==> config.mk <==
export PLATFORM = sky130hd
export DESIGN_NAME = instr_cache_refill_ctrl
export DESIGN_NICKNAME = d
export VERILOG_FILES = /design/src/rtl/instr_cache_refill_ctrl.sv
export SDC_FILE = /design/constraint.sdc
export NUM_CORES = 1
export LEC_CHECK = 0
export CAP_MARGIN = 20
export CORE_UTILIZATION = 55
export CTS_CLUSTER_SIZE = 25
export DETAILED_ROUTE_END_ITERATION = 10
export PLACE_DENSITY = 0.75
export SLEW_MARGIN = 20
export SYNTH_ARGS = -nofsm -noshare
export SYNTH_HDL_FRONTEND = slang
export SYNTH_SLANG_ARGS = --single-unit
==> constraint.sdc <==
create_clock -name clk_i -period 7.09 [get_ports clk_i]
set_input_delay 1.418 -clock clk_i [delete_from_list [all_inputs] [get_ports clk_i]]
set_output_delay 1.418 -clock clk_i [all_outputs]
set_load 0.05 [all_outputs]
==> src/rtl/instr_cache_refill_ctrl.sv <==
// Instruction-cache refill engine.
//
// On a miss it issues one block-aligned burst request, collects B/4 32-bit read beats into a local
// buffer of 64-bit words, then streams the B/8 words to the cache set on consecutive cycles with
// ic_repl_grant_o high. Fetch is stalled from the miss cycle until the engine returns to idle.
//
// Ports
//   clk_i            clock
//   reset_i          synchronous reset, active-low
//   ic_miss_i        miss from the active cache set (sampled in idle only)
//   miss_addr_i      fetch PC that missed
//   mem_req_o        burst request valid to memory (registered)
//   mem_addr_o       block-aligned burst address (registered)
//   mem_req_ready_i  memory accepts the request
//   mem_rvalid_i     read beat valid
//   mem_rdata_i      read beat data, ascending addresses
//   ic_repl_grant_o  replacement grant to the cache set (registered)
//   rep_word_o       replacement word to the cache set (registered)
//   ic_stall_o       fetch stall (combinational)

module instr_cache_refill_ctrl #(
  parameter int unsigned B      = 64,
  parameter int unsigned ADDR_W = 32
) (
  input  logic              clk_i,
  input  logic              reset_i,
  input  logic              ic_miss_i,
  input  logic [ADDR_W-1:0] miss_addr_i,
  output logic              mem_req_o,
  output logic [ADDR_W-1:0] mem_addr_o,
  input  logic              mem_req_ready_i,
  input  logic              mem_rvalid_i,
  input  logic [31:0]       mem_rdata_i,
  output logic              ic_repl_grant_o,
  output logic [63:0]       rep_word_o,
  output logic              ic_stall_o
);

  localparam int unsigned OffW     = $clog2(B);
  localparam int unsigned NumBeats = B / 4;
  localparam int unsigned NumWords = B / 8;
  localparam int unsigned BeatW    = $clog2(NumBeats);
  localparam int unsigned WordW    = $clog2(NumWords);

  localparam logic [BeatW-1:0] LastBeat = BeatW'(NumBeats - 1);
  localparam logic [WordW-1:0] LastWord = WordW'(NumWords - 1);
  localparam logic [BeatW-1:0] BeatOne  = BeatW'(1);
  localparam logic [WordW-1:0] WordOne  = WordW'(1);

  typedef enum logic [2:0] {
    StIdle,
    StReq,
    StFill,
    StStream,
    StDone
  } state_e;

  state_e              state_q, state_d;
  logic                mem_req_q, mem_req_d;
  logic [ADDR_W-1:0]   mem_addr_q, mem_addr_d;
  logic                grant_q, grant_d;
  logic [63:0]         rep_word_q, rep_word_d;
  logic [BeatW-1:0]    beat_cnt_q, beat_cnt_d;
  logic [WordW-1:0]    stream_cnt_q, stream_cnt_d;
  logic [63:0]         buf_q [NumWords];
  logic [63:0]         buf_d [NumWords];

  logic [WordW-1:0]    next_word;
  logic [WordW-1:0]    fill_word;

  // Offset bits of the miss PC are dropped by block alignment.
  logic                unused_miss_lsb;
  assign unused_miss_lsb = ^miss_addr_i[OffW-1:0];

  assign next_word = stream_cnt_q + WordOne;
  // Two beats per word: beat_cnt[0] picks the half, the rest picks the word.
  assign fill_word = beat_cnt_q[BeatW-1:1];

  always_comb begin
    state_d      = state_q;
    mem_req_d    = mem_req_q;
    mem_addr_d   = mem_addr_q;
    grant_d      = grant_q;
    rep_word_d   = rep_word_q;
    beat_cnt_d   = beat_cnt_q;
    stream_cnt_d = stream_cnt_q;
    buf_d        = buf_q;

    unique case (state_q)
      StIdle: begin
        if (ic_miss_i) begin
          mem_addr_d = {miss_addr_i[ADDR_W-1:OffW], {OffW{1'b0}}};
          mem_req_d  = 1'b1;
          state_d    = StReq;
        end
      end

      StReq: begin
        // Any beat presented alongside the handshake is ignored: memory answers later.
        if (mem_req_ready_i) begin
          mem_req_d  = 1'b0;
          beat_cnt_d = '0;
          state_d    = StFill;
        end
      end

      StFill: begin
        if (mem_rvalid_i) begin
          if (beat_cnt_q[0]) begin
            buf_d[fill_word][63:32] = mem_rdata_i;
          end else begin
            buf_d[fill_word][31:0]  = mem_rdata_i;
          end
          beat_cnt_d = beat_cnt_q + BeatOne;
          if (beat_cnt_q == LastBeat) begin
            // Word 0 was completed several beats ago, so it can be presented right away.
            state_d      = StStream;
            stream_cnt_d = '0;
            grant_d      = 1'b1;
            rep_word_d   = buf_q[0];
          end
        end
      end

      StStream: begin
        if (stream_cnt_q == LastWord) begin
          grant_d      = 1'b0;
          stream_cnt_d = '0;
          state_d      = StDone;
        end else begin
          stream_cnt_d = next_word;
          rep_word_d   = buf_q[next_word];
        end
      end

      StDone: begin
        // Gives the set one cycle to drop its miss after the tag write.
        state_d = StIdle;
      end

      default: begin
        state_d = StIdle;
      end
    endcase
  end

  always_ff @(posedge clk_i) begin
    if (!reset_i) begin
      state_q      <= StIdle;
      mem_req_q    <= 1'b0;
      mem_addr_q   <= '0;
      grant_q      <= 1'b0;
      rep_word_q   <= '0;
      beat_cnt_q   <= '0;
      stream_cnt_q <= '0;
    end else begin
      state_q      <= state_d;
      mem_req_q    <= mem_req_d;
      mem_addr_q   <= mem_addr_d;
      grant_q      <= grant_d;
      rep_word_q   <= rep_word_d;
      beat_cnt_q   <= beat_cnt_d;
      stream_cnt_q <= stream_cnt_d;
    end
  end

  // Data buffer carries no reset; a fresh refill overwrites every word before streaming.
  always_ff @(posedge clk_i) begin
    buf_q <= buf_d;
  end

  assign mem_req_o       = mem_req_q;
  assign mem_addr_o      = mem_addr_q;
  assign ic_repl_grant_o = grant_q;
  assign rep_word_o      = rep_word_q;
  assign ic_stall_o      = (state_q != StIdle) | ic_miss_i;

endmodule
; ---- Yosys cells after proc, flatten, opt, wreduce, memory -nomap -nowiden
; Index checks and enable logic that the tools add are counted.
[totals]
reg_bits = 614
inputBits = 69
out_inout_bits = 99
wordCells = 82
[op_classes]
add_sub_neg = 2
magnitude_cmp = 3
n_eq_ne = 11
n_mux = 34
bitwise = 3
n_reduce_logical = 14
[ops]
columns = operator, n
row1 = bitwise mux 512 bit, 2
row2 = 2-to-1 mux 512 bit, 1
row3 = demux 64 bit (select 3 bit), 2
row4 = 2-to-1 mux 64 bit, 6
row5 = binary-select mux 64 bit (select 3 bit), 1
row6 = case mux 64 bit (2 select lines), 1
row7 = 2-to-1 mux 32 bit, 1
row8 = 2-to-1 mux 3 bit, 8
row9 = != test 2 bit (second input constant), 6
row10 = case mux 3 bit (4 select lines), 1
row11 = AND reduction 3 bit, 3
row12 = greater-or-equal comparator 4 bit (second input constant), 2
row13 = 2-to-1 mux 4 bit, 2
row14 = NOT 3 -> 4 bit, 2
row15 = case mux 4 bit (2 select lines), 1
row16 = AND reduction 4 bit, 2
row17 = equality test 3 x 2 -> 1 bit (second input constant), 2
row18 = case mux 3 bit (2 select lines), 1
row19 = nonzero test 2 bit, 3
row20 = 2-to-1 mux 1 bit, 5
row21 = AND reduction 5 bit, 1
row22 = adder 4 x 1 -> 4 bit (second input constant), 1
row23 = equality test 4 bit (second input constant), 1
row24 = < comparator 4 x 1 -> 1 bit (second input constant), 1
row25 = other kinds (9), 11

; ---- Logic depth before layout (Yosys ltp)
[logic_depth]
word_depth = 7
depth_mapped = 8
ltp_nobuf = 6

; ---- Worst setup path after synthesis
; No wires, ideal clock.
[synth_path]
path_kind = input to register
from = input mem_rvalid_i
to = register buf_q[352] (netlist name), enable pin
setup_time_ns = 0.461
t_arrival_ns = 3.913
required_time_ns = 6.629
path_slack_ns = 2.716
cell_stages = 2
n_path_buf = 0
cell_sequence = nand3_1 nor3_1
[synth_between]
elab_chain_len = 1
[synth_rtl]
columns = item, line
row1 = start: declaration, 32  ; input logic mem_rvalid_i,
row2 = AND reduction 2 bit (no line), -
row3 = end signal: assignment, 169  ; buf_q <= buf_d;
row4 = end: declaration, 65  ; logic [63:0] buf_q [NumWords];
; Every way passes these cells.
; A chain may end at the register's enable or synchronous reset.

; ---- Worst setup path in the final report
[layout_path]
from = input ic_miss_i
to = output ic_stall_o
[layout_between]
elab_chain_len = 1
[layout_rtl]
columns = item, line
row1 = start: declaration, 27  ; input logic ic_miss_i,
row2 = bitwise OR 1 bit, 176  ; assign ic_stall_o = (state_q != StIdle) | ic_miss_i;
row3 = end: declaration, 36  ; output logic ic_stall_o
; Every way passes these cells.

==> flow_summary.toml <==
[outcome]
status = "finished, final reports clean"

[drt]
dr_total_vias = 16880
routed_via_density = 6.223
ant_nets = 0
drc = 0
drt_pass1_iterations = 5
wire_per_inst_um = 25.38
finalWirelength_mm = 68.86
drt_iter0_markers = 1728

[worst_setup_path]
slowest_delay_ns = 0.79
cp_slowest_cell = "clkdlybuf4s50_1"
worst-setup-path-type = "in2out"
cpMostUsedCell = "clkdlybuf4s50_1"
cp_data_required_time_ns = 5.67
cp-end-kind = "primary output"
crit_fanout = 5
critPathLaunchType = "input port"
worstPathArrival_ns = 2.92
path_cells = "clkdlybuf4s50_1, nand2b_1, clkdlybuf4s50_1"

[die]
num_rows = 81
die_width_um = 224.2
start_util_pct = 55.58
dieHeight_um = 224.2
die-area_um2 = 50250
ios = 168
core_um2 = 48850

[sta]
maxSlewHeadroom_pct = 25.80
hold_viol = 0
rsz0062_at_grt = "no"
fmax_mhz = 230.3
setup_tns_ns = 0
slew_violations = 0
min_period_over_period_pct = 61.24
skew_ns = 0.02465
tightest_slew_ns = 1.112
period_minus_slack_ns = 4.342
finalSetupViolations = 0

[clock_network]
cts_tree = "done"
clockBufferDepth = 3
clkTransAtPathRegs_ns = 0.06
cts_buffers = 61
root_buffer = "clkbuf_16"
cts_hold_buffers = 0
ctsResizeCount = 0
insertion_delay_ns = 0.62
post_cts_buffers = 0
cts.sinks = 614
htree_levels = 2

[logic_synthesis]
syn_area_per_cell_um2 = 14.16
synthFlopType = "edfxtp_1"
yosysSeqAreaShare_pct = 64.15
synth_mux_area_share_pct = 10.72
synthSimpleGateAreaFrac_pct = 13.51
synth_top_family_by_area = "simple AND/OR/NAND/NOR gates"
ys_ff_latch = 614
synth-compound-area-share_pct = 7.922
ys_warn_count = 0
synthAdderAreaFrac_pct = 0.1383
synthArstFlopShare_pct = 0
synthCells = 1917
synth_area_um2 = 27150
synth-edff-count = 512
synth_xor_area_share_pct = 0.06452
ys_types = 46

[power_and_ir_drop]
leakagePower_nw = 9.551
p_per_area_nw_per_um2 = 241.6
p_total_mw = 7.517
irDropWorstVdd_v = 0.0001972

[global_routing]
overflow = 0
grt_pass1_wl_mm = 103.7
grt_pass1_vias = 17190
grt_max_degree = 100
grt_usage_pct = 27.87
antenna_found_initial = 5

[cells_and_area]
nets = 2066
drive_gt1_share_pct = 18.96
final_core_util_pct = 63.69
synthToLayoutAreaGrowth_pct = 14.60

[placement]
globalplace.congestion = 0.7599
dp_hpwl_mm = 36.65
portBuffers = 155

[min_path]
hold_path.class = "reg2reg"

[run]
max_cap_violations = 0
-- synthesized netlist by cell type (5+ instances only) --
master / instances / share of area, %
a21oi_1: 97 / 1.8
a22oi_1: 29 / 0.80
a22oi_2: 36 / 1.7
a311oi_2: 59 / 3.3
and2_1: 155 / 3.6
and3_1: 162 / 3.7
buf_2: 50 / 0.92
buf_4: 10 / 0.28
buf_6: 16 / 0.66
clkbuf_1: 108 / 1.5
dfxtp_1: 102 / 7.5
edfxtp_1: 512 / 57
mux2i_1: 5 / 0.18
mux4_2: 127 / 11
nand2_1: 158 / 2.2
nor2_1: 227 / 3.1
nor3_1: 11 / 0.20
-- cell type report --
class / count / area (um2)
clock inverter: 22 / 212.7
clock buffer: 93 / 1759
tap: 664 / 830.8
sequential: 614 / 17420
inverter: 5 / 21.27
multi-input combinational: 1115 / 8954
fill: 3537 / 17740
timing repair buffer: 197 / 1903
antenna: 3 / 7.507
-- metrics by stage --
step / setup WS [ns] / instances / hold WS [ns] / instance area (um2)
floorplan: 2.716 / 1922 / 0.4620 / 27170
global placement: 2.701 / 2594 / 0.4435 / 29100
detailed placement: 2.598 / 2595 / 0.4471 / 29130
CTS: 2.739 / 2710 / 0.4553 / 31100
global route: 2.708 / 2711 / 0.4719 / 31110
finish: 2.748 / 2713 / 0.4513 / 31110
-- path summary, 6_finish.rpt --
kind	startpoint	to	slack [ns]	depth (start not counted)
worst max-delay path	ic_miss_i	ic_stall_o	2.75	3
worst min-delay path	mem_addr_o[10]	mem_addr_o[10]	0.45	2
worst max register to register	state_q[1]	buf_q[415]	3.32	4
worst min register to register	mem_addr_o[10]	mem_addr_o[10]	0.45	2
-- cells in the final DEF, fill, tap and decap left out, types with 6 or more instances in the layout --
cell type / synthesis / layout
a21oi_1: 97 / 97
a22oi_1: 29 / 29
a22oi_2: 36 / 36
a311oi_2: 59 / 59
and2_1: 155 / 154
and3_1: 162 / 161
buf_4: 10 / 39
clkbuf_1: 108 / 23
clkbuf_16: 0 / 63
clkbuf_8: 0 / 7
clkdlybuf4s50_1: 0 / 155
clkinv_1: 0 / 6
clkinv_2: 0 / 9
conb_1: 1 / 6
dfxtp_1: 102 / 100
edfxtp_1: 512 / 512
mux4_2: 127 / 127
nand2_1: 158 / 158
nor2_1: 227 / 215
nor2_2: 1 / 7
nor2_4: 1 / 7
nor3_2: 0 / 9
-- layer usage --
layer  vias to the layer above  track usage (%)  wire, um
li1                       7348                -         -
met1                      8539            37.29     26220
met2                       871            46.55     34010
met3                       122            4.551      6518
met4                         4            9.634      2086
met5                         -                0        26
-- critical path: cells and delay by family --
kind | cells | cell delay (ns)
buffers and inverters | 2 | 1.37
AND/OR/NAND/NOR | 1 | 0.13
-- sequential cells by signal (all words and copies together), names as in the netlist --
name and count:
rep_word_o 64, mem_addr_o 26, stream_cnt_q 3, state_q 3, mem_req_o 1, ic_repl_grant_o 1
buf_q 512, beat_cnt_q 4
-- where the power goes --
part	switching, mW	total, mW	internal (mW)
clock	1.34	3.18	1.85
sequential	0.0262	3.91	3.88
combinational	0.283	0.422	0.138
total	1.65	7.52	5.87
-- cells by family after synthesis --
group,Yosys count
AO/OA/AOI/OAI,235
XOR/XNOR,2
adder cells (fa/ha/maj),3
buffers and inverters,193
flip-flops,614
multiplexers,132
other,1
AND/OR/NAND/NOR,737
Note: power is estimated with default switching activity, not from simulation.
